==> src/rtl/memory_access.sv <==
// RV32I memory stage: steers loads/stores onto a ready-handshaked port and registers the write-back packet.
// Latency 1 cycle (non-memory) or 2 + wait cycles (memory); in_ready is low from accept through out_valid.
module memory_access #(
    parameter int TIMEOUT_CYCLES = 16
) (
    input  logic        clk,
    input  logic        rst,
    input  logic        in_valid,
    output logic        in_ready,
    input  logic [31:0] instr,
    input  logic [31:0] pc,
    input  logic [31:0] EXECUTE_OUT,
    input  logic [31:0] REG_VALUE_IN2,
    input  logic        MemtoReg,
    output logic        dmem_req,
    output logic        dmem_we,
    output logic [31:0] dmem_addr,
    output logic [3:0]  dmem_wstrb,
    output logic [31:0] dmem_wdata,
    input  logic [31:0] dmem_rdata,
    input  logic        dmem_ready,
    output logic        out_valid,
    output logic        WB_EN,
    output logic [4:0]  WB_RD,
    output logic [31:0] WB_DATA,
    output logic [31:0] WB_PC,
    output logic        misalign,
    output logic        bus_err
);
    localparam logic [6:0] OP_LOAD  = 7'b0000011;
    localparam logic [6:0] OP_STORE = 7'b0100011;
    localparam logic [7:0] CNT_LAST = 8'(TIMEOUT_CYCLES - 1);

    typedef enum logic [1:0] {S_IDLE, S_MEM, S_DONE} state_t;

    state_t      state_q, state_d;
    logic        accept, in_ld, in_st, in_mem, in_mis, timeout;
    logic        ld_q, ld_d, st_q, st_d;
    logic [2:0]  f3_q, f3_d;
    logic [4:0]  rd_q, rd_d;
    logic [31:0] pc_q, pc_d, addr_q, addr_d, rs2_q, rs2_d;
    logic [7:0]  cnt_q, cnt_d;
    logic        wb_en_q, wb_en_d, misalign_q, misalign_d, bus_err_q, bus_err_d;
    logic [4:0]  wb_rd_q, wb_rd_d;
    logic [31:0] wb_data_q, wb_data_d, wb_pc_q, wb_pc_d;
    logic [15:0] rdata_sh;
    logic [31:0] load_val, st_wdata;
    logic [3:0]  st_strb;
    logic        unused_ok;

    function automatic logic f_load(input logic [6:0] op, input logic [2:0] f3);
        return (op == OP_LOAD) && (f3 inside {3'b000, 3'b001, 3'b010, 3'b100, 3'b101});
    endfunction

    function automatic logic f_store(input logic [6:0] op, input logic [2:0] f3);
        return (op == OP_STORE) && (f3 inside {3'b000, 3'b001, 3'b010});
    endfunction

    function automatic logic f_wb(input logic [6:0] op);
        return op inside {7'b0110111, 7'b0010111, 7'b0010011, 7'b0110011, 7'b1101111, 7'b1100111};
    endfunction

    function automatic logic f_misal(input logic [2:0] f3, input logic [1:0] a);
        logic m;
        m = 1'b0;
        case (f3[1:0])
            2'b01:   m = a[0];
            2'b10:   m = (a != 2'b00);
            default: m = 1'b0;
        endcase
        return m;
    endfunction

    // MemtoReg is redundant with the opcode and deliberately ignored.
    assign unused_ok = ^{MemtoReg, instr[31:15]};
    assign in_ld     = f_load(instr[6:0], instr[14:12]);
    assign in_st     = f_store(instr[6:0], instr[14:12]);
    assign in_mem    = in_ld || in_st;
    assign in_mis    = in_mem && f_misal(instr[14:12], EXECUTE_OUT[1:0]);
    assign accept    = in_valid && in_ready;
    assign timeout   = (cnt_q == CNT_LAST);

    always_ff @(posedge clk) begin
        if (!rst) begin
            state_q <= S_IDLE;
        end else begin
            state_q <= state_d;
        end
    end

    always_comb begin
        state_d = state_q;
        case (state_q)
            S_IDLE:  if (accept) state_d = (in_mem && !in_mis) ? S_MEM : S_DONE;
            S_MEM:   if (dmem_ready || timeout) state_d = S_DONE;
            S_DONE:  state_d = S_IDLE;
            default: state_d = S_IDLE;
        endcase
    end

    always_comb begin
        in_ready   = (state_q == S_IDLE) && rst;
        dmem_req   = (state_q == S_MEM);
        dmem_we    = dmem_req && st_q;
        dmem_addr  = dmem_req ? {addr_q[31:2], 2'b00} : 32'h0;
        dmem_wstrb = (dmem_req && st_q) ? st_strb : 4'h0;
        dmem_wdata = (dmem_req && st_q) ? st_wdata : 32'h0;
        out_valid  = (state_q == S_DONE);
    end

    // Lane steering: loads shift the addressed lane down to bit 0, stores replicate across lanes.
    always_comb begin
        rdata_sh = 16'(dmem_rdata >> {addr_q[1:0], 3'b000});
        load_val = dmem_rdata;
        st_strb  = 4'hF;
        st_wdata = rs2_q;
        case (f3_q)
            3'b000:  load_val = {{24{rdata_sh[7]}}, rdata_sh[7:0]};
            3'b001:  load_val = {{16{rdata_sh[15]}}, rdata_sh[15:0]};
            3'b100:  load_val = {24'h0, rdata_sh[7:0]};
            3'b101:  load_val = {16'h0, rdata_sh[15:0]};
            default: load_val = dmem_rdata;
        endcase
        case (f3_q[1:0])
            2'b00: begin
                st_strb  = 4'b0001 << addr_q[1:0];
                st_wdata = {4{rs2_q[7:0]}};
            end
            2'b01: begin
                st_strb  = 4'b0011 << addr_q[1:0];
                st_wdata = {2{rs2_q[15:0]}};
            end
            default: begin
                st_strb  = 4'hF;
                st_wdata = rs2_q;
            end
        endcase
    end

    always_comb begin
        ld_d       = ld_q;
        st_d       = st_q;
        f3_d       = f3_q;
        rd_d       = rd_q;
        pc_d       = pc_q;
        addr_d     = addr_q;
        rs2_d      = rs2_q;
        cnt_d      = 8'd0;
        wb_en_d    = 1'b0;
        wb_rd_d    = 5'd0;
        wb_data_d  = 32'h0;
        wb_pc_d    = 32'h0;
        misalign_d = 1'b0;
        bus_err_d  = 1'b0;
        case (state_q)
            S_IDLE: begin
                if (accept) begin
                    ld_d   = in_ld;
                    st_d   = in_st;
                    f3_d   = instr[14:12];
                    rd_d   = instr[11:7];
                    pc_d   = pc;
                    addr_d = EXECUTE_OUT;
                    rs2_d  = REG_VALUE_IN2;
                    // Packets that skip the bus complete straight from IDLE.
                    if (!in_mem || in_mis) begin
                        wb_en_d    = f_wb(instr[6:0]) && (instr[11:7] != 5'd0);
                        wb_rd_d    = instr[11:7];
                        wb_data_d  = EXECUTE_OUT;
                        wb_pc_d    = pc;
                        misalign_d = in_mis;
                    end
                end
            end
            S_MEM: begin
                if (dmem_ready || timeout) begin
                    wb_rd_d = rd_q;
                    wb_pc_d = pc_q;
                end
                if (dmem_ready) begin
                    wb_en_d   = ld_q && (rd_q != 5'd0);
                    wb_data_d = ld_q ? load_val : 32'h0;
                end else if (timeout) begin
                    bus_err_d = 1'b1;
                end else begin
                    cnt_d = cnt_q + 8'd1;
                end
            end
            default: ;
        endcase
    end

    always_ff @(posedge clk) begin
        if (!rst) begin
            ld_q       <= 1'b0;
            st_q       <= 1'b0;
            f3_q       <= 3'd0;
            rd_q       <= 5'd0;
            pc_q       <= 32'h0;
            addr_q     <= 32'h0;
            rs2_q      <= 32'h0;
            cnt_q      <= 8'd0;
            wb_en_q    <= 1'b0;
            wb_rd_q    <= 5'd0;
            wb_data_q  <= 32'h0;
            wb_pc_q    <= 32'h0;
            misalign_q <= 1'b0;
            bus_err_q  <= 1'b0;
        end else begin
            ld_q       <= ld_d;
            st_q       <= st_d;
            f3_q       <= f3_d;
            rd_q       <= rd_d;
            pc_q       <= pc_d;
            addr_q     <= addr_d;
            rs2_q      <= rs2_d;
            cnt_q      <= cnt_d;
            wb_en_q    <= wb_en_d;
            wb_rd_q    <= wb_rd_d;
            wb_data_q  <= wb_data_d;
            wb_pc_q    <= wb_pc_d;
            misalign_q <= misalign_d;
            bus_err_q  <= bus_err_d;
        end
    end

    assign WB_EN    = wb_en_q;
    assign WB_RD    = wb_rd_q;
    assign WB_DATA  = wb_data_q;
    assign WB_PC    = wb_pc_q;
    assign misalign = misalign_q;
    assign bus_err  = bus_err_q;

endmodule

==> config.mk <==
export PLATFORM = sky130hd
export DESIGN_NAME = memory_access
export DESIGN_NICKNAME = d
export VERILOG_FILES = /design/src/rtl/memory_access.sv
export SDC_FILE = /design/constraint.sdc
export NUM_CORES = 1
export LEC_CHECK = 0
export CORE_UTILIZATION = 45
export CTS_BUF_LIST = sky130_fd_sc_hd__clkbuf_8
export DETAILED_ROUTE_END_ITERATION = 12
export PLACE_DENSITY = 0.93
export SYNTH_ARGS = -nofsm -noshare
export SYNTH_HDL_FRONTEND = slang
export SYNTH_SLANG_ARGS = --single-unit
==> constraint.sdc <==
create_clock -name clk -period 2.5 [get_ports clk]
set_clock_uncertainty 0.05 [all_clocks]
set_input_delay 0.75 -clock clk [delete_from_list [all_inputs] [get_ports clk]]
set_output_delay 0.75 -clock clk [all_outputs]
set_load 0.02 [all_outputs]
Word-level counts from Yosys, hierarchy flattened --
Cells that the tools add are included.
Storage, ports and cells: flip-flop bits (word level) 188, input port bits 165, output and inout bits 144, word-level logic and storage cells 102
Operators by class: add/subtract/negate cells 1, eq/ne operators 23, shifts and indexed selects 3, mux-type cells 29, bitwise gates (word level) 2, reductions and logical operators 29
Operators with widths (number):
- $mux W32 | 9
- $pmux W32 S2 | 3
- $pmux W32 S4 | 1
- $shr A32 B5 Y16 | 1
- $eq A7 B6 Y1 const B | 3
- $mux W5 | 3
- $reduce_bool A5 Y1 | 3
- $eq A7 B5 Y1 const B | 2
- $eq A7 B7 Y1 const B | 2
- $eq A3 B3 Y1 const B | 4
- $pmux W5 S2 | 1
- $logic_and A1 B1 Y1 | 9
- $add A8 B1 Y8 const B | 1
- $eq A8 B4 Y1 const B | 1
- $pmux W4 S2 | 1
- $eq A7 B2 Y1 const B | 1
- $eq A2 B1 Y1 const B | 3
- $eq A3 B1 Y1 const B | 2
- $logic_not A3 Y1 | 2
- $mux W2 | 3
- $reduce_bool A6 Y1 | 1
- $eq A2 B2 Y1 const B | 2
- $logic_not A2 Y1 | 2
- $mux W1 | 4
- other kinds (17) | 23

Longest topological paths before layout --
word-level depth 10, mapped depth 9, depth with buffers taken out 7

Worst setup path after synthesis --
No wires, ideal clock.
path type register to output, start register f3_q[0], end output dmem_wdata[27], arrival time 1.531 ns, data required time 1.700 ns, setup slack 0.169 ns, cell stages (with the launch flop) 7, buffers on the path 2, path through dfxtp_1 > clkbuf_1 > clkbuf_1 > mux2i_1 > nor2_1 > a21oi_1 > nor2_1
On the way: word-level cells in the longest chain between the ends 3, elaborated cells between the ends (all ways) 4, classes of those cells eq/ne: 1; mux: 2; reduce/logical: 1
Ends and longest elaborated chain:
- from (decl) | RTL line 39 | logic [2:0] f3_q, f3_d;
- from (signal assigned) | RTL line 197 | f3_q <= 3'd0;
- from (signal assigned) | RTL line 212 | f3_q <= f3_d;
- $eq A2 B1 Y1 or $logic_not A2 Y1 (tied branches) | RTL line 124 | case (f3_q[1:0])
- $pmux W32 S2 (*) | RTL line 124
- $mux W32 (*) | RTL line 107 | dmem_wdata = (dmem_req && st_q) ? st_wdata : 32'h0;
- to (decl) | RTL line 19 | output logic [31:0] dmem_wdata,
Every way passes the cells marked *; elsewhere a longest branch is shown, timed or not.

Final worst setup path --
start input instr[2], end register wb_rd_q[0], in the netlist WB_RD[0]
On the way: word-level cells in the longest chain between the ends 8, elaborated cells between the ends (all ways) 11, classes of those cells eq/ne: 2; mux: 3; reduce/logical: 6
Ends and longest elaborated chain:
- from (decl) | RTL line 10 | input logic [31:0] instr,
- $eq A7 B2 Y1 or $eq A7 B6 Y1 (tied branches) | RTL line 52, 56
- $logic_and A1 B1 Y1 (on tied branches) | RTL line 52, 56
- $logic_or A1 B1 Y1 (*) | RTL line 78 | assign in_mem = in_ld || in_st;
- $logic_not A1 Y1 or $logic_and A1 B1 Y1 (tied branches) | RTL line 166, 79
- $logic_or A1 B1 Y1 (*) | RTL line 166 | if (!in_mem || in_mis) begin
- $mux W5 (*) | RTL line 166
- $mux W5 (*) | RTL line 157 | if (accept) begin
- $pmux W5 S2 (*) | RTL line 155 | case (state_q)
- to (signal assigned) | RTL line 219 | wb_rd_q <= wb_rd_d;
- to (decl) | RTL line 44 | logic [4:0] wb_rd_q, wb_rd_d;
Marked as above. A chain may end at the register's enable or synchronous reset.

==> impl_metrics.json <==
{
  "clk_latency_ns": 0.46,
  "vias_per_cell": 5.47,
  "outcome": "complete, no violations",
  "start_util": 0.460,
  "finalPower_mw": 6.31,
  "cp.required_ns": 2.82,
  "whs_endpoint": "WB_PC[4]$_SDFF_PN0_",
  "final_cell_mix": "nand2_1, clkdlybuf4s50_1, dfxtp_1",
  "cts_sinks": 188,
  "synthSimpleGateAreaFrac": 0.243,
  "p_per_area_nw_per_um2": 525,
  "rows": 48,
  "finalSetupViolCount": 0,
  "ys_ff_latch": 188,
  "path_max_fanout": 5,
  "final_layout_size_suffix_gt1_frac": 0.180,
  "ys_async_sr_fraction": 0,
  "cp-start-kind": "input port",
  "slew_headroom": 0.318,
  "wl_um": 27500,
  "synth_top_family_by_area": "simple AND/OR/NAND/NOR gates",
  "gr-total-overflow": 0,
  "synth_edf_count": 0,
  "ioPinCount": 309,
  "grt_pass1_wl_um": 40700,
  "ff2ff_setup_slack_ns": 0.36,
  "maxCapViolations": 0,
  "synthCells": 976,
  "antenna_found_initial": 0,
  "hold_ws_ns": 0.405,
  "muxShareOfSynthArea": 0.0328,
  "hold_viol_final": 0,
  "gp_congestion": 0.839,
  "die_width_um": 135,
  "port_buffers": 288,
  "fin_crit_ns": 2.48,
  "cp.arrival_ns": 2.80,
  "r2r_end": "WB_DATA[17]$_SDFF_PN0_",
  "grt_max_degree": 108,
  "die-area_um2": 18100,
  "synthXorXnorAreaFrac": 0.00663,
  "whs_path_depth": 2,
  "fmax_ghz": 0.403,
  "area_growth_pct": 51.7,
  "finalCritPeriodShare": 0.992,
  "grt_usage": 0.289,
  "final_cells": 1514,
  "vias": 8283,
  "ctsRootBufferMaster": "clkbuf_8",
  "drt_iter0_drc": 604,
  "die_h_um": 135,
  "wire_per_inst_um": 18.2,
  "dp.cells": 1474,
  "cts_made_buffers": 17,
  "crit_path_end_kind": "flip-flop",
  "ys.warnings.count": 0,
  "ir_drop_uv": 375,
  "postSynthAreaPerCell_um2": 8.12,
  "dpl.hpwl_um": 18800,
  "min_path_type": "reg -> reg",
  "clkTransAtPathRegs_ns": 0.11,
  "ant_nets": 0,
  "drcViolationCount": 0,
  "rr_startpoint": "state_q[1]$_SDFFE_PN0P_",
  "setup_tns_ns": 0,
  "synth_ff_type": "dfxtp_1",
  "netlist_area_um2": 7930,
  "core_region_area_um2": 17200,
  "cts_tree": "built",
  "dr.pass1.iters": 5,
  "tightestPinTransition_ns": 1.02,
  "n_antenna_cell": 0,
  "n_fill_cell": 1244,
  "rsz0062_at_grt": "yes",
  "mostFrequentLayoutCell": "nand2_1",
  "synthAdderAreaFrac": 0.00631,
  "slew_violations": 0,
  "ys_seq_area_frac": 0.475,
  "synthDistinctLibCells": 54,
  "p_leak_nw": 4.73,
  "hp-start": "pc_q[4]$_SDFFE_PN0P_",
  "clockBufferDepth": 2,
  "worstRegToRegCells": 7,
  "fin_nets": 1445,
  "cts_max_level": 4,
  "synth_compound_area_frac": 0.188,
  "first_global_vias": 7939,
  "path_class": "in -> reg"
}
## stage by stage
step	setup slack [ns]	instance area, um2	util
floorplan	0.169	7930	-
global placement	-0.412	11300	0.657
detailed placement	-0.480	11300	0.657
CTS	0.00182	11700	0.677
global route	-0.0699	12000	0.698
finish	0.0188	12000	0.698
## cells in the mapped netlist, types with 3 or more instances
library cell / n / share of area
nand2_1: 259 / 0.12
dfxtp_1: 188 / 0.47
nor2_1: 71 / 0.034
a21boi_0: 69 / 0.065
o21ai_0: 60 / 0.038
nand3_1: 44 / 0.028
clkbuf_1: 40 / 0.019
and2_1: 33 / 0.026
a21oi_1: 30 / 0.019
mux2i_1: 26 / 0.033
buf_2: 19 / 0.012
and3_1: 13 / 0.010
buf_1: 10 / 0.0047
o22ai_2: 10 / 0.016
o22ai_1: 9 / 0.0071
o21ai_1: 8 / 0.0051
o221ai_1: 7 / 0.0077
buf_4: 6 / 0.0057
inv_1: 6 / 0.0028
a32o_1: 5 / 0.0063
ha_1: 4 / 0.0063
nand2b_1: 4 / 0.0032
nor2b_1: 4 / 0.0032
xor2_1: 4 / 0.0044
a221oi_1: 3 / 0.0033
nor4_1: 3 / 0.0024
## registers in the layout, summed over array words and instances (netlist names), 2 cells and up
name / count
WB_PC: 32
WB_RD: 5
pc_q: 32
rd_q: 5
addr_q: 32
state_q: 2
f3_q: 3
cnt_q: 8
rs2_q: 32
WB_DATA: 32
## area by class of cell
class / count / area, um2 / share of cell area
clock buffer: 17 / 234 / 0.0195
sequential: 188 / 3770 / 0.314
clock inverter: 15 / 196 / 0.0163
timing repair buffer: 357 / 3480 / 0.289
inverter: 7 / 26.3 / 0.00219
multi-input combinational: 705 / 4040 / 0.336
tap: 225 / 282 / 0.0234
## what timing repair did
action / CTS / global route
hold buffers: 0 / 0
gates resized for setup: 291 / 96
pin swaps: 1 / 6
gates cloned: 2 / 5
buffers inserted: 3 / 0
setup endpoints to repair: 70 / 74
## logic make-up after synthesis
| group | count (synthesis) |
|---|---|
| adder cells (fa/ha/maj) | 4 |
| buffers and inverters | 84 |
| flip-flops | 188 |
| AND/OR/NAND/NOR | 446 |
| AO/OA/AOI/OAI | 221 |
| multiplexers | 26 |
| other | 1 |
| XOR/XNOR | 6 |
## report_power, final
| group | total, mW | switching (mW) | internal (mW) |
|---|---|---|---|
| sequential | 3.20 | 0.0849 | 3.11 |
| clock | 2.16 | 1.21 | 0.945 |
| combinational | 0.955 | 0.472 | 0.483 |
| total | 6.31 | 1.77 | 4.54 |
## metal layers
layer,share of wire,vias to the layer above,track usage,routed length [um]
met5,0,-,0,0
met4,0.047,0,0.129,1290
met3,0.095,96,0.0800,2600
met2,0.48,474,0.499,13300
met1,0.37,3833,0.332,10300
li1,-,3880,-,-
## how the worst max path moves through the flow
stage / from / to / slack [ns]
after floorplan: f3_q[0]$_SDFFE_PN0P_ / dmem_wdata[27] / 0.17
after global placement: instr[12] / WB_RD[0]$_SDFF_PN0_ / -0.41
after detailed placement: instr[12] / WB_RD[2]$_SDFF_PN0_ / -0.48
after CTS: state_q[0]$_SDFFE_PN0P_ / dmem_wdata[15] / 0.002
after global routing: f3_q[0]$_SDFFE_PN0P_ / dmem_wdata[27] / -0.07
final: instr[2] / WB_RD[0]$_SDFF_PN0_ / 0.02
## worst max-delay path, cell delays in order
cell and delay [ns]:
clkdlybuf4s50_1 0.42, nor4_1 0.32, buf_4 0.17, o311ai_1 0.14
a211o_4 0.38, buf_4 0.16, and2_1 0.19, a32o_1 0.26
Power figures use the tool's default switching activity.
